File: src/rtl/instr_fetch_unit.sv
// -----------------------------------------------------------------------------
// instr_fetch_unit
//
// Purpose:
//   The fetch stage of the toy RV32I core. It sits between the PC controller
//   and decode. It latches the current PC, reads the instruction word from
//   instruction memory over a req/ack handshake, and presents the word to
//   decode on a valid/ready pair. It pulses pc_advance when decode accepts an
//   instruction, so the PC moves only when an instruction is consumed.
//
// Handshakes:
//   imem_req/imem_ack : imem_req is raised with a stable imem_addr. It stays
//                       high until the first cycle in which imem_ack=1, or
//                       until the ack timeout expires. It is never withdrawn
//                       early, not even on flush. imem_rdata is sampled only
//                       in a cycle with imem_ack=1. imem_ack is ignored
//                       outside REQ/WAIT.
//   inst_valid/inst_ready : inst, inst_pc and fetch_fault are valid while
//                       inst_valid=1. They are held stable until decode
//                       accepts with inst_ready=1. inst_ready is ignored
//                       while inst_valid=0.
//
// Ports:
//   clk         in   1     clock, all state updates on posedge
//   rst         in   1     synchronous, active-high reset
//   pc          in   XLEN  current PC from the PC controller
//   flush       in   1     discard the in-flight or held fetch
//   imem_req    out  1     memory read request
//   imem_addr   out  XLEN  memory read address
//   imem_ack    in   1     imem_rdata is valid this cycle
//   imem_rdata  in   XLEN  instruction word from memory
//   inst        out  XLEN  fetched instruction (NOP_INSN when not valid/faulted)
//   inst_pc     out  XLEN  PC of inst
//   inst_valid  out  1     inst/inst_pc/fetch_fault valid for decode
//   inst_ready  in   1     decode accepts inst this cycle
//   fetch_fault out  1     misaligned PC or memory ack timeout
//   pc_advance  out  1     combinational accept pulse to the PC controller
//   fsm_state   out  2     debug view of the FSM state (0 IDLE, 1 REQ, 2 WAIT, 3 VALID)
// -----------------------------------------------------------------------------
module instr_fetch_unit #(
  parameter int                XLEN        = 32,
  parameter int                ACK_TIMEOUT = 15,
  parameter logic [XLEN-1:0]   NOP_INSN    = 32'h0000_0013
) (
  input  logic            clk,
  input  logic            rst,
  input  logic [XLEN-1:0] pc,
  input  logic            flush,
  output logic            imem_req,
  output logic [XLEN-1:0] imem_addr,
  input  logic            imem_ack,
  input  logic [XLEN-1:0] imem_rdata,
  output logic [XLEN-1:0] inst,
  output logic [XLEN-1:0] inst_pc,
  output logic            inst_valid,
  input  logic            inst_ready,
  output logic            fetch_fault,
  output logic            pc_advance,
  output logic [1:0]      fsm_state
);

  typedef enum logic [1:0] {
    S_IDLE  = 2'd0,
    S_REQ   = 2'd1,
    S_WAIT  = 2'd2,
    S_VALID = 2'd3
  } state_t;

  // The counter must be able to hold ACK_TIMEOUT. When the timeout is
  // disabled it is a free-running counter whose value is never used.
  localparam int CNT_W = (ACK_TIMEOUT < 2) ? 1 : $clog2(ACK_TIMEOUT + 1);
  localparam logic [CNT_W-1:0] TIMEOUT_VAL = CNT_W'(ACK_TIMEOUT);

  state_t            state_q;
  logic              req_q;
  logic [XLEN-1:0]   addr_q;
  logic [XLEN-1:0]   inst_q;
  logic [XLEN-1:0]   inst_pc_q;
  logic              valid_q;
  logic              fault_q;
  logic              drop_q;
  logic [CNT_W-1:0]  cnt_q;

  logic [CNT_W-1:0]  cnt_d;
  logic              drop_d;
  logic              timeout_hit;

  // cnt_d is the number of WAIT cycles including the current one. A timeout
  // therefore fires in the ACK_TIMEOUT-th WAIT cycle, and the fault becomes
  // visible right after that cycle.
  always_comb begin
    cnt_d       = cnt_q + CNT_W'(1);
    drop_d      = drop_q | flush;
    timeout_hit = (ACK_TIMEOUT != 0) && (cnt_d == TIMEOUT_VAL);
  end

  always_ff @(posedge clk) begin
    if (rst) begin
      state_q   <= S_IDLE;
      req_q     <= 1'b0;
      addr_q    <= '0;
      inst_q    <= NOP_INSN;
      inst_pc_q <= '0;
      valid_q   <= 1'b0;
      fault_q   <= 1'b0;
      drop_q    <= 1'b0;
      cnt_q     <= '0;
    end else begin
      case (state_q)
        S_IDLE: begin
          // flush has no effect here: pc already carries any redirect target.
          addr_q    <= pc;
          inst_pc_q <= pc;
          drop_q    <= 1'b0;
          cnt_q     <= '0;
          if (pc[1:0] != 2'b00) begin
            // A misaligned PC is reported without touching memory.
            inst_q  <= NOP_INSN;
            fault_q <= 1'b1;
            valid_q <= 1'b1;
            state_q <= S_VALID;
          end else begin
            req_q   <= 1'b1;
            state_q <= S_REQ;
          end
        end

        S_REQ, S_WAIT: begin
          if (imem_ack) begin
            req_q  <= 1'b0;
            cnt_q  <= '0;
            drop_q <= 1'b0;
            if (drop_d) begin
              // A flush arrived during this fetch, so the returned word is stale.
              state_q <= S_IDLE;
            end else begin
              inst_q  <= imem_rdata;
              fault_q <= 1'b0;
              valid_q <= 1'b1;
              state_q <= S_VALID;
            end
          end else if ((state_q == S_WAIT) && timeout_hit) begin
            req_q  <= 1'b0;
            cnt_q  <= '0;
            drop_q <= 1'b0;
            if (drop_d) begin
              state_q <= S_IDLE;
            end else begin
              inst_q  <= NOP_INSN;
              fault_q <= 1'b1;
              valid_q <= 1'b1;
              state_q <= S_VALID;
            end
          end else begin
            // The request stays asserted. A flush only marks the result for discard.
            drop_q  <= drop_d;
            state_q <= S_WAIT;
            if (state_q == S_WAIT) begin
              cnt_q <= cnt_d;
            end
          end
        end

        S_VALID: begin
          // If flush and inst_ready are both high, flush wins. The exit path
          // is the same for both; only pc_advance tells them apart.
          if (flush || inst_ready) begin
            valid_q <= 1'b0;
            fault_q <= 1'b0;
            inst_q  <= NOP_INSN;
            state_q <= S_IDLE;
          end
        end

        default: begin
          state_q <= S_IDLE;
        end
      endcase
    end
  end

  assign imem_req    = req_q;
  assign imem_addr   = addr_q;
  assign inst        = inst_q;
  assign inst_pc     = inst_pc_q;
  assign inst_valid  = valid_q;
  assign fetch_fault = fault_q;
  assign fsm_state   = state_q;

  // valid_q is only ever set in VALID, so this pulse needs no state decode.
  assign pc_advance  = valid_q & inst_ready & ~flush;

endmodule

File: config.mk
export PLATFORM = sky130hd
export DESIGN_NAME = instr_fetch_unit
export DESIGN_NICKNAME = d
export VERILOG_FILES = /design/src/rtl/instr_fetch_unit.sv
export SDC_FILE = /design/constraint.sdc
export NUM_CORES = 1
export LEC_CHECK = 0
export ABC_AREA = 1
export BUFFER_PORTS_ARGS = -buffer_cell sky130_fd_sc_hd__buf_2
export CORE_MARGIN = 4
export CORE_UTILIZATION = 47
export DETAILED_ROUTE_END_ITERATION = 7
export GPL_TIMING_DRIVEN = 0
export PLACE_DENSITY = 0.81
export SLEW_MARGIN = 20
export SYNTH_ARGS = -nofsm -noshare
export SYNTH_HDL_FRONTEND = slang
export SYNTH_SLANG_ARGS = --single-unit
File: constraint.sdc
create_clock -name clk -period 2.35 [get_ports clk]
set_clock_uncertainty 0.05 [all_clocks]
set_input_delay 0.705 -clock clk [delete_from_list [all_inputs] [get_ports clk]]
set_output_delay 0.705 -clock clk [all_outputs]
set_load 0.005 [all_outputs]
Word-level counts from Yosys, hierarchy flattened
Index checks and enable logic that the tools add are counted.
{"block": "word_totals", "reg_bits": 74, "output_inout_bits": 102}
{"block": "classes", "addsub": 1, "n_eq_ne": 10, "n_mux": 35, "bitwise_logic": 4, "n_reduce_logical": 10}
{"cell": "$mux W32", "count": 6}
{"cell": "$pmux W32 S3", "count": 1}
{"cell": "$mux W1", "count": 14}
{"cell": "$mux W4", "count": 3}
{"cell": "$mux W2", "count": 5}
{"cell": "$ne A2 B2 Y1 const B", "count": 4}
{"cell": "$pmux W4 S2", "count": 1}
{"cell": "$pmux W1 S3", "count": 2}
{"cell": "$pmux W2 S3", "count": 1}
{"cell": "$reduce_and A3 Y1", "count": 2}
{"cell": "$add A4 B1 Y4 const B", "count": 1}
{"cell": "$eq A2 B2 Y1 const B", "count": 2}
{"cell": "$eq A4 B4 Y1 const B", "count": 1}
{"cell": "$ne A4 B4 Y1 const B", "count": 1}
{"cell": "$pmux W1 S2", "count": 2}
{"cell": "$reduce_and A4 Y1", "count": 1}
{"cell": "$reduce_bool A2 Y1", "count": 2}
{"cell": "$ne A3 B3 Y1 const B", "count": 1}
{"cell": "$and A1 B1 Y1", "count": 2}
{"cell": "$eq A2 B1 Y1 const B", "count": 1}
{"cell": "$logic_not A2 Y1", "count": 1}
{"cell": "$reduce_and A2 Y1", "count": 1}
{"cell": "$reduce_or A2 Y1", "count": 1}
{"cell": "$logic_and A1 B1 Y1", "count": 1}
{"cell": "3 further kinds", "count": 3}

Logic depth before layout (Yosys ltp)
Gate-level depths: netlist of the first run.
{"block": "depth", "ltp_word": 6, "mapped_depth": 12, "depth_no_buf": 11}

Worst setup path before layout of the first run
Ideal clock, no wire load.
{"block": "synth_path", "kind": "reg-to-reg", "startpoint": "reg state_q[0], in the netlist fsm_state[0]", "endpoint": "reg fault_q, in the netlist fetch_fault", "arrival_ns": 1.599, "t_required_ns": 2.187, "setup_slack_ns": 0.588, "path_stages_with_launch": 10, "path_buffers": 2, "path_cell_list": "dfxtp_1 > inv_1 > ha_1 > clkinv_1 > nor2_1 > nor3_4 > buf_6 > buf_6 > a21oi_2 > nor2_1"}
{"block": "synth_between", "elab_chain_cells": 4, "word_cells_on_any_way": 12, "classes_between": "eq/ne (7); mux (1); reduce/logical (4)"}
{"element": "start, declared", "line": "74", "text": "state_t state_q;"}
{"element": "start signal, assigned", "line": "99", "text": "state_q <= S_IDLE;"}
{"element": "start signal, assigned", "line": "121", "text": "state_q <= S_VALID;"}
{"element": "start signal, assigned", "line": "124", "text": "state_q <= S_REQ;"}
{"element": "$eq A2 B2 Y1 or $eq A2 B1 Y1 (tied branches)", "line": "109, 142"}
{"element": "$reduce_or A2 Y1 or $logic_and A1 B1 Y1 (tied branches)", "line": "109, 142"}
{"element": "$ne A3 B3 Y1 (no line) or $ne A2 B2 Y1 (tied branches)"}
{"element": "$reduce_and A4 Y1 (no line)"}
{"element": "end signal, assigned", "line": "105", "text": "fault_q <= 1'b0;"}
{"element": "end signal, assigned", "line": "119", "text": "fault_q <= 1'b1;"}
{"element": "end signal, assigned", "line": "150", "text": "fault_q <= 1'b1;"}
{"element": "end, declared", "line": "80", "text": "logic fault_q;"}
Several ways; a longest one is shown, not always the timed one.
A chain may end at the register's enable or synchronous reset.

Worst setup path after layout of the first run
{"block": "layout_path", "startpoint": "reg state_q[1], in the netlist fsm_state[1]", "endpoint": "reg inst_q[2], in the netlist inst[2]"}
{"block": "layout_between", "elab_chain_cells": 4, "word_cells_on_any_way": 12, "classes_between": "eq/ne (7); mux (1); reduce/logical (4)"}
{"element": "$eq A2 B2 Y1 or $eq A2 B1 Y1 (tied branches)", "line": "109, 142"}
{"element": "$reduce_or A2 Y1 or $logic_and A1 B1 Y1 (tied branches)", "line": "109, 142"}
{"element": "$ne A3 B3 Y1 (no line) or $ne A2 B2 Y1 (tied branches)"}
{"element": "$reduce_and A4 Y1 (no line)"}
{"element": "end signal, assigned", "line": "137", "text": "inst_q <= imem_rdata;"}
{"element": "end, declared", "line": "77", "text": "logic [XLEN-1:0] inst_q;"}
Several ways; a longest one is shown, not always the timed one.

==> results.md, run 1 <==
Synthesis:
- Counting distinct cell types in the post-synthesis netlist gives 28.
- The register bit count reported by yosys is 74.
- The number of instances in the synthesized netlist is 482.
- For this run, the number of Yosys warnings is 0.
- The net count after synthesis is 557.
- Each instance of the synthesized netlist takes up on average about 7.5 µm².
- After synthesis, flip-flops and latches occupy 41.1% of the total area.
- The post-synth design cell area is about 3600 µm².

Route:
- The count of nets left with antenna violations once routing finished came out at 0.
- The wire length per cell after detailed routing is 12.5 µm.
- The initial DRC count is 129.
- The iteration count of the initial detailed-routing pass is 4.
- The count of vias placed by the detailed router is 3650.
- The vias per cell is 4.77.
- The detailed-route DRC error count is 0.
- Wires add up to between 9000 and 10000 µm.

Clock network:
- The longest clock path from root to sink contains 2 buffers.
- TritonCTS built the clock tree.
- In this run, post-CTS repair resized a total of 0 instances.
- The number of buffers inserted during clock tree synthesis is 9.
- The clock net in this run drives a total of 74 sinks.
- The total setup buffers inserted after CTS is 0.
- In this run the clock root is driven by a sky130_fd_sc_hd__clkbuf_8.
- The clock-pin slew on the worst setup and hold paths is roughly 0.07 ns.
- The clock reaches the later pin of the worst-skew pair after around 0.34 ns.
- After clock tree synthesis, the flow added hold-fix buffers numbering 0.
- The level count of the clock H-tree is 3.

Placement:
- The number of I/O port buffers is 170.
- The HPWL after detailed placement is ~7500 µm.
- The final weighted congestion of routability-driven global placement is 0.867.

Worst setup path:
- At the worst endpoint, the required time is about 2.5 ns.
- The category of the worst setup path capture point is a flip-flop.
- In this run the worst setup path begins at fsm_state[1]$_SDFFE_PP0N_.
- The worst-path maximum fanout is 10.
- Data arrives at the worst endpoint at 2.16 ns.
- The worst setup path is of the flip-flop to flip-flop kind.
- The startpoint type of the worst setup path is a flip-flop.
- The worst register-to-register path begins at fsm_state[1]$_SDFFE_PP0N_.

Die:
- The die extent in y is around 96 µm.
- The width of the chip is 95.5 µm.
- For this configuration, the core starts out at a cell density of 49.1%.
- The die covers ~9000 µm².
- The total number of placement rows is 31.
- The core area is ~7300 µm².
- The top-level I/O count is 171.

Global routing:
- In the global route stage, met3 resource usage came out at under 10%.
- Global routing used between 20% and 30% of the available tracks.
- The via count of the first global-routing pass is 3485.
- The pin count of the biggest net entering global routing is 12.
- For this run, global-route usage on met2 was measured as 35.8%.
- The wire length of the first global-routing pass is 15600 µm.
- For this run the aggregate overflow at the end of global routing stands at 0.
- The number of antenna violations at the first check in global routing was 0.
- The fraction of met1 tracks used by global routing is 27.1%.
- The routing layer with the top usage in global route is met2.

Timing:
- At the pin with the least slew margin, the transition time is 0.496 ns.
- The final number of max-transition violations is 0.
- The worst path needs a little under 2 ns of the cycle, external delays included.
- Dividing the final minimum period by the clock period gives 84.5%.
- In the final timing run, aggregate negative setup slack is 0 ns.
- Setup repair after global routing left no endpoint under its margin.
- The count of endpoints failing setup in the final report is 0.
- The achievable frequency is 503 MHz.
- The relative slew slack is 66.9%.
- The final-report hold violation count is 0.

Finish:
- The antenna diode instance count is 0.
- The area growth from synthesis to final layout is 31.5%.
- The end-of-flow core utilization is 64.6%.
- The net count of the finished layout is 738.
- In the final layout, the share of cells above drive strength 1 is 40.8%.

Outcome:
- The run finished with clean final reports.

Job:
- The count of maximum capacitance violations is 0.

Power and ir drop:
- In this run the power density over the cells is 1410 nW/µm².
- The leakage power figure is roughly 2.5 nW.
- The maximum vdd drop is slightly above 0.7 mV.

Min path:
- In this run the most critical hold path is launched from imem_req$_SDFFE_PP0P_.
- In this run the worst hold path is classified as flip-flop to flip-flop.
[power by group]
part	switching, W	internal (W)	leakage [nW]
Clock	0.000440	0.000397	0.0810
Sequential	0.000379	0.00180	0.612
Combinational	0.00194	0.00173	1.82
Total	0.00276	0.00393	2.51
[cell usage in the layout, fill, tap and decap left out, drive strengths merged]
cell type,count
o21ai,35
nor2,107
o21a,1
clkinvlp,1
nand4,2
nand2,88
inv,23
or2,3
o21bai,1
ha,6
nand3,39
buf,218
a21oi,39
clkbuf,23
clkinv,3
nor3,3
dfxtp,74
[worst paths after layout]
kind              slack (ns)                    end  depth (start not counted)
setup reg to reg        0.36   inst[2]$_SDFFE_PP0P_                          9
hold / removal          0.41  imem_req$_SDFFE_PP0P_                          2
hold reg to reg         0.41  imem_req$_SDFFE_PP0P_                          2
setup / recovery        0.36   inst[2]$_SDFFE_PP0P_                          9
[cell usage after synthesis]
cell type	count	area (µm²)
sky130_fd_sc_hd__nor2_4	1	11.3
sky130_fd_sc_hd__buf_12	2	40.0
sky130_fd_sc_hd__clkinv_1	1	3.75
sky130_fd_sc_hd__buf_8	1	15.0
sky130_fd_sc_hd__inv_2	3	11.3
sky130_fd_sc_hd__o21a_1	1	7.51
sky130_fd_sc_hd__nor3_2	1	10.0
sky130_fd_sc_hd__a21oi_2	27	236
sky130_fd_sc_hd__dfxtp_1	74	1480
sky130_fd_sc_hd__o21ai_0	34	170
sky130_fd_sc_hd__or2_2	3	18.8
sky130_fd_sc_hd__nand2_4	2	22.5
sky130_fd_sc_hd__buf_2	7	35.0
sky130_fd_sc_hd__nor3_4	2	32.5
sky130_fd_sc_hd__nand2_1	85	319
sky130_fd_sc_hd__o21bai_1	1	7.51
sky130_fd_sc_hd__ha_1	6	75.1
sky130_fd_sc_hd__nand4_1	2	12.5
sky130_fd_sc_hd__nand3_1	39	195
sky130_fd_sc_hd__clkbuf_1	12	45.0
sky130_fd_sc_hd__a21oi_1	12	60.1
sky130_fd_sc_hd__buf_6	5	56.3
sky130_fd_sc_hd__o21ai_1	1	5.00
sky130_fd_sc_hd__buf_4	33	248
sky130_fd_sc_hd__nand2_2	1	6.26
sky130_fd_sc_hd__inv_1	20	75.1
sky130_fd_sc_hd__nor2_2	1	6.26
sky130_fd_sc_hd__nor2_1	105	394
[cell families after synthesis]
logic type / count (synthesis) / share of synthesized area, %
DFF: 74 / 41.1
and+or+nand+nor: 242 / 28.6
buffers and inverters: 84 / 14.7
AOI/OAI and AO/OA: 76 / 13.5
adders and majority gates: 6 / 2.08
[critical path: stages, from the launching register on]
cell                       delay [ns]
sky130_fd_sc_hd__dfxtp_1         0.40
sky130_fd_sc_hd__inv_1           0.08
sky130_fd_sc_hd__ha_1            0.35
sky130_fd_sc_hd__clkinv_1        0.18
sky130_fd_sc_hd__nor2_1          0.22
sky130_fd_sc_hd__nor3_4          0.09
sky130_fd_sc_hd__buf_6           0.16
sky130_fd_sc_hd__buf_6           0.15
sky130_fd_sc_hd__a21oi_2         0.12
sky130_fd_sc_hd__nor2_1          0.06
[per-stage QoR]
stage	setup slack, ns	power (W)	instance area, µm²	std cells	hold WS, ns
global placement	0.404	0.00579	4580	751	0.388
finish	0.364	0.00669	4730	765	0.412
detailed placement	0.346	0.00590	4580	751	0.398
floorplan	0.588	0.00463	3600	482	0.399
CTS	0.361	0.00676	4730	765	0.411
global route	0.159	0.00732	4730	765	0.429
[area by class of cell]
type	count	area, µm²
multi-input cells	324	1590
well taps	99	124
plain buffers	60	439
clock inverters	3	17.5
inverters	24	90.1
flip-flops and latches	74	1480
clock buffers	11	141
repair buffers	170	851
fillers	637	2600
[sequential cells by signal (all words and copies together) (netlist names)]
name,count
inst,32
fsm_state,2
imem_req,1
drop_q,1
fetch_fault,1
cnt_q,4
inst_pc,32
inst_valid,1
[layer usage]
layer | wire length [µm] | share of wire [%] | vias to the layer above
li1 | - | - | 1865
met1 | 4200 | 44 | 1637
met2 | 4480 | 47 | 139
met3 | 811 | 8.5 | 9
met4 | 110 | 1.1 | 0
met5 | 0 | 0 | -
Power figures use the tool's default switching activity.
==> run 2, diff against run 1 <==
==> constraint.sdc (replaced) <==
create_clock -name clk -period 1.89 [get_ports clk]
set_clock_uncertainty 0.05 [all_clocks]
set_input_delay 0.567 -clock clk [delete_from_list [all_inputs] [get_ports clk]]
set_output_delay 0.567 -clock clk [all_outputs]
set_load 0.005 [all_outputs]
==> run 2 against run 1 <==
Net effect:
- sequential share of layout area fell by 0.23 points
- flip-flop and latch count unchanged
- first-iteration DRC count rose by 12%
- die area did not move
- worst setup slack worse by 0.23 ns
- register-to-register slack got worse by 0.23 ns
- largest power group unchanged
- highest routed layer unchanged
==> results.md, run 2 (synthesis results as in run 1) <==
Outcome:
- The run finished with clean final reports.

Clock network:
- Clock tree synthesis selected as its root buffer the cell sky130_fd_sc_hd__clkbuf_8.
- The total setup buffers inserted after CTS is 0.
- Counting every sink on the clock net gives 74.
- The largest buffer count on any clock path is 2.
- The TritonCTS clock tree is built.
- After clock tree synthesis, the clock-pin slew on the worst setup and hold paths is approximately 0.070 ns.
- The level count of the clock H-tree is 3.
- The number of buffers inserted during clock tree synthesis is 9.
- The clock insertion delay at the later pin of the skew report is 0.34 ns.
- After clock tree synthesis, the flow added hold-fix buffers numbering 0.

Worst setup path:
- STA classifies the critical path endpoint as a flip-flop.
- The required time of the worst setup path is 2.11 ns.
- The terminus of the critical flop-to-flop path is inst[2]$_SDFFE_PP0P_.
- The worst-path maximum fanout is 10.
- The worst-case register-to-register setup slack is 0.13 ns.
- For the worst flop-to-flop path, the logic depth is 9.
- The worst register-to-register path begins at fsm_state[1]$_SDFFE_PP0N_.
- Traced cell by cell, the critical path runs through inv_1, ha_4, inv_2, nor3_4, nor3_4, buf_6, buf_6, a21oi_2, nor2_1.
- The startpoint type of the worst setup path is a flip-flop.
- For this run, the slowest stage of the critical path takes 0.36 ns.
- For this design, the slowest cell found on the critical path is sky130_fd_sc_hd__dfxtp_2.
- At the worst endpoint, the arrival time is between 1.5 and 2 ns.
- The critical path class is flip-flop to flip-flop.

Finish:
- The ratio of cells with drive above 1 in the final layout is approximately two fifths.
- The net count of the finished layout is 739.
- The end-of-flow core utilization is 65.2%.
- Leaving out fill and tap cells, the most frequent cell in the layout is sky130_fd_sc_hd__buf_2.
- In the layout the commonest cells are 175 x sky130_fd_sc_hd__buf_2, 104 x sky130_fd_sc_hd__nor2_1, 84 x sky130_fd_sc_hd__nand2_1, 72 x sky130_fd_sc_hd__dfxtp_1, 39 x sky130_fd_sc_hd__nand3_1.
- The repair_antennas step left the layout with diodes totalling 0.
- The area growth from synthesis to final layout is 32.7%.

Route:
- The detailed router finished its first iteration with ~150 violations.
- Using the TritonRoute via totals, the vias-per-cell ratio works out to 4.79.
- The post-route antenna net violation count is 0.
- Summed over all layers, the routed wires come to 9730 µm.
- The wire length per cell after detailed routing is 12.7 µm.
- The count of vias placed by the detailed router is roughly 3700.
- The iteration count of the initial detailed-routing pass is 5.
- After detailed routing, the number of remaining DRC violations is 0.

Power and ir drop:
- The maximum vdd drop is slightly below 0.9 mV.
- The power per standard cell area is 1770 nW/µm².
- The leakage power figure is about 2.5 nW.

Global routing:
- The total overflow left after global routing is 0.
- The via count of the first global-routing pass is 3534.
- The number of antenna violations at the first check in global routing was 0.
- The first global-routing pass estimated 15700 µm of wire.
- The total track usage is between 20% and 30%.
- Entering global routing, the biggest net connects 12 pins.

Timing:
- The final-report hold violation count is 0.
- The clock period could shrink to between 1.5 and 2 ns.
- In the finished design, the share of the clock period the worst path needs comes to 93.1%.
- The minimum hold slack is 0.397 ns.
- The final number of max-transition violations came to 0.
- In this run the tightest slew margin relative to its limit is 67.1%.
- The count of endpoints failing setup in the final report is 0.
- The pin slew with the least headroom to its limit is 0.494 ns.
- Setup repair after global routing left no endpoint under its margin.
- Based on the critical path, the design can be clocked at up to 568 MHz.

Placement:
- During placement, the flow inserted port buffers numbering 170.
- The wire-length estimate of the detail-placed layout is 7450 µm.
- Routability-driven placement finished with a final weighted congestion of 0.867.

Min path:
- The end point of the worst hold path is inst_pc[13]$_SDFFE_PP0N_.
- The worst hold path class is input pin to flip-flop.
- The startpoint identified for the worst hold timing path is pc[13].
- Counting instances, the worst hold path has a depth of 3.

Die:
- The die footprint is 9130 µm².
- The die extent in y is 95.5 µm.
- Row generation in the floorplan step produced 31 rows.
- The starting density of the core is 49.1%.
- After floorplanning, the core was sized to cover 7330 µm².
- Measured along the x axis, the die boundary spans 95.5 µm.
- The top-level I/O count is 171.

Job:
- Across the run, the number of max-cap violations was 0.
## run 2: how the worst max path moves through the flow
stage | start | end | slack [ns]
floorplan | fsm_state[0]$_SDFFE_PP0N_ | fetch_fault$_SDFFE_PP0P_ | 0.13
global placement | fsm_state[1]$_SDFFE_PP0N_ | inst[21]$_SDFFE_PP0P_ | 0.02
detailed placement | fsm_state[1]$_SDFFE_PP0N_ | inst[17]$_SDFFE_PP0P_ | -0.07
CTS | fsm_state[1]$_SDFFE_PP0N_ | inst[2]$_SDFFE_PP0P_ | 0.007
global route | fsm_state[1]$_SDFFE_PP0N_ | inst[18]$_SDFFE_PP0P_ | 0.0006
finish | fsm_state[1]$_SDFFE_PP0N_ | inst[2]$_SDFFE_PP0P_ | 0.13
## run 2: cell type report
type,instances,area (µm²)
plain buffers,60,447
clock buffers,11,141
clock inverters,3,17.5
fillers,630,2550
inverters,24,93.8
multi-input cells,324,1610
flip-flops and latches,74,1480
well taps,99,124
repair buffers,171,856
## run 2: report_power, final
group          internal (W)  total, W  switching (W)
clock              0.000494   0.00104       0.000546
sequential          0.00225   0.00272       0.000471
combinational       0.00222   0.00468        0.00246
## run 2: layer usage
layer / part of all wire, % / track usage (%) / wire (µm) / vias to the layer above
li1: - / - / - / 1867
met1: 44 / 26.9 / 4230 / 1639
met2: 47 / 36.0 / 4530 / 149
met3: 8.5 / 4.89 / 829 / 11
met4: 1.4 / 8.06 / 132 / 0
met5: 0 / 0 / 0 / -
## run 2: through the flow
step                      total power (W)  setup WS (ns)  instance area, µm²  std cells  setup TNS, ns
after global placement            0.00720         0.0173                4580        751              0
final                             0.00844          0.130                4780        766              0
after detailed placement          0.00734        -0.0703                4580        751          -1.30
after floorplan                   0.00576          0.128                3600        482              0
after CTS                         0.00842        0.00656                4740        765              0
after global routing              0.00921       0.000565                4780        766              0
## run 2: critical path, delay by kind of cell, from the launching register on
family                     cells  cell delay (ns)
adders and majority gates      1             0.20
buffers and inverters          4             0.55
AOI/OAI and AO/OA              1             0.07
DFF                            1             0.36
and+or+nand+nor                3             0.46
## run 2: what timing repair did
item / CTS / global route
resized for setup: 5 / 8
cloned: 0 / 1
setup endpoints to repair: 30 / 34
pin swaps: 1 / 0
==> run 3, diff against run 2 <==
--- a/config.mk
+++ b/config.mk
@@ -11,7 +11,7 @@
 export CORE_UTILIZATION = 47
 export DETAILED_ROUTE_END_ITERATION = 7
 export GPL_TIMING_DRIVEN = 0
-export PLACE_DENSITY = 0.81
+export PLACE_DENSITY = 0.82
 export SLEW_MARGIN = 20
 export SYNTH_ARGS = -nofsm -noshare
 export SYNTH_HDL_FRONTEND = slang
==> constraint.sdc (replaced) <==
create_clock -name clk -period 1.89 [get_ports clk]
set_clock_uncertainty 0.05 [all_clocks]
set_input_delay 0.189 -clock clk [delete_from_list [all_inputs] [get_ports clk]]
set_output_delay 0.189 -clock clk [all_outputs]
set_load 0.005 [all_outputs]
==> run 3 against run 2 <==
Net effect:
- cell count up 0.39%
- critical path type unchanged
- first-iteration DRC count fell by 29%
- global-route usage down 0.38 points
- clock power grew 4%
- fmax fell by 1.0%
- non-clock buffer count rose by 1
- sequential power barely moved
- worst setup slack got worse by 0.018 ns
- critical path depth stayed put
- power increased by 1.2%
- die area stayed put
==> results.md, run 3 (synthesis results as in run 1) <==
Die:
- The die extent in y is 95.5 µm.
- The starting density of the core is 49.1%.
- In this run the core area contains 31 standard-cell rows.
- Pin placement for this block handled 171 I/O pins.
- The core region is 7330 µm².
- The width of the chip is 95.5 µm.
- The die footprint is 9130 µm².

Clock network:
- In this run the deepest clock path goes through 2 buffers.
- The count of clock tree sinks is between 70 and 80.
- The clock-pin slew on the worst setup and hold paths is 0.08 ns.
- The TritonCTS clock tree is built.
- The clock insertion delay at the later pin of the skew report is 0.34 ns.
- The library cell used as clock root buffer is sky130_fd_sc_hd__clkbuf_8.
- Clock tree synthesis inserted a total of 9 buffers.
- The number of buffers inserted by hold repair at cts is 0.
- CTS built an H-tree with a depth of 3.

Finish:
- The multi-input combinational cells in the finished layout cover a total of about 1600 µm².
- After filler insertion, the fill cell instance count of the layout stands at 646.
- The library cell used most frequently in the layout, excluding fill and tap cells, is sky130_fd_sc_hd__buf_2.
- Summing all flip-flop and latch instances after layout gives 1480 µm².
- The number of nets in the layout is 740.
- In the layout the commonest cells are 174 x sky130_fd_sc_hd__buf_2, 104 x sky130_fd_sc_hd__nor2_1, 84 x sky130_fd_sc_hd__nand2_1, 74 x sky130_fd_sc_hd__dfxtp_1, 39 x sky130_fd_sc_hd__nand3_1.
- 0 antenna diodes ended up in the layout.
- Compared with the post-synthesis result, the final layout area differs by 33.5%.
- The post-route netlist has 41.9% of its cells at a drive strength greater than 1.

Timing:
- The relative slew slack is between 70% and 80%.
- On the final layout, the worst hold slack is 0.0262 ns.
- The final-report hold violation count came to 0.
- The post-route fraction of the period consumed by the critical path is 94.1%.
- Setup repair after global routing left no endpoint under its margin.
- The final worst-path setup slack is 0.112 ns.
- The setup TNS is 0 ns.
- The final critical-path required period is 1.78 ns.
- The achievable frequency is between 500 and 600 MHz.
- The pin slew with the least headroom to its limit is 0.440 ns.
- The final number of max-transition violations is 0.
- Setup violations remaining at the end of the flow were counted as 0.

Job:
- Max-cap violations in this run came to 0.

Global routing:
- The number of antenna violations at the first check in global routing is 0.
- The total track usage is 21.2%.
- The total overflow left after global routing is 0.
- The via count of the first global-routing pass came to 3455.
- Entering global routing, the biggest net connects 14 pins.
- The first global-routing pass estimated around 15000 µm of wire.

Route:
- The total length of routed wires is between 9000 and 10000 µm.
- In this run the remaining antenna-violating nets after routing total 0.
- The iteration count of the initial detailed-routing pass is 4.
- After detailed routing, the number of remaining DRC violations is 0.
- The wire length per cell after detailed routing is 12.7 µm.
- In the routed layout, each cell is associated on average with a via count of 4.75.
- The initial DRC count is 103.
- Summing over every cut layer, the via total after detailed routing is approximately 3700.

Worst setup path:
- The critical path goes through inv_1, ha_4, clkinv_2, nor2_2, nor3_4, buf_6, buf_6, a21oi_2, nor2_1.
- The kind of cell with the highest combined delay on the critical path is buffers and inverters.
- The arrival time at the worst endpoint is 1.95 ns.
- The worst-path maximum fanout is 10.
- Data on the critical path is required at its endpoint by just over 2 ns.
- STA classifies the critical path startpoint as a flip-flop.
- On the critical path, the stage with the largest delay is an instance of sky130_fd_sc_hd__dfxtp_1.
- The number of buffers and inverters on the critical path is 4.
- The dominant cell type by count on the critical path is sky130_fd_sc_hd__buf_6.
- The peak per-stage delay on the critical path is 0.39 ns.
- STA classifies the critical path endpoint as a flip-flop.
- The critical path class is flip-flop to flip-flop.

Placement:
- The estimated wirelength of the detail-placed design is 7530 µm.
- The pre-CTS worst setup slack is -0.0767 ns.
- Input and output buffers added on the ports amount to 170.
- At the end of routability-driven placement, the weighted congestion stood at 0.801.

Power and ir drop:
- IR analysis of the VDD net gives a maximum drop of 0.795 mV.
- The leakage power figure is roughly 2.5 nW.
- Dividing total power by cell area gives a power density of 1780 nW/µm².
- Overall power consumption after layout is estimated at 0.00854 W.

Min path:
- The worst hold path class is input pin to flip-flop.

Outcome:
- The run finished with clean final reports.
## run 3: tightest hold or removal path, delay by kind of cell
family | cells | cell delay [ns]
AND/OR/NAND/NOR | 2 | 0.12
buffers and inverters | 1 | 0.07
## run 3: path summary, 6_finish.rpt
check	startpoint	to	slack, ns	depth (start not counted)
max	fsm_state[1]$_SDFFE_PP0N_	inst[6]$_SDFFE_PP0P_	0.11	9
min	pc[26]	inst_pc[26]$_SDFFE_PP0N_	0.03	3
min reg2reg	imem_req$_SDFFE_PP0P_	imem_req$_SDFFE_PP0P_	0.42	2
max reg2reg	fsm_state[1]$_SDFFE_PP0N_	inst[6]$_SDFFE_PP0P_	0.11	9
## run 3: metrics by stage
stage,util (%),cell area (µm²),std cells
4_1_cts,65.4,4790,769
5_1_grt,65.6,4810,769
3_5_place_dp,62.4,4580,751
3_3_place_gp,62.4,4580,751
6_report,65.6,4810,769
2_1_floorplan,-,3600,482
## run 3: repair_timing
action                     4_1_cts  5_1_grt
setup endpoints to repair       34       31
resized for setup                5        5
pin swaps                        1        1
buffers inserted                 2        0
## run 3: layer usage
metal  GRT usage (%)  share of wire (%)  up-vias
li1                -                  -     1870
met1            26.0                 42     1643
met2            36.0                 49      129
met3            5.05                7.5       11
met4            7.35                1.1        0
met5               0                  0        -
## run 3: power breakdown
group | leakage (nW) | internal (W) | total (W) | switching (W)
clock network | 0.0787 | 0.000477 | 0.00108 | 0.000603
registers | 0.612 | 0.00224 | 0.00273 | 0.000490
logic | 1.84 | 0.00228 | 0.00473 | 0.00245
## run 3: final cells by class
type | count | area share, %
buffer | 60 | 9.29
clock buffer | 10 | 2.65
clock inverter | 6 | 0.859
inverter | 24 | 1.95
multi-input combinational | 324 | 33.6
sequential | 74 | 30.8
tap | 99 | 2.58
timing repair buffer | 172 | 18.3
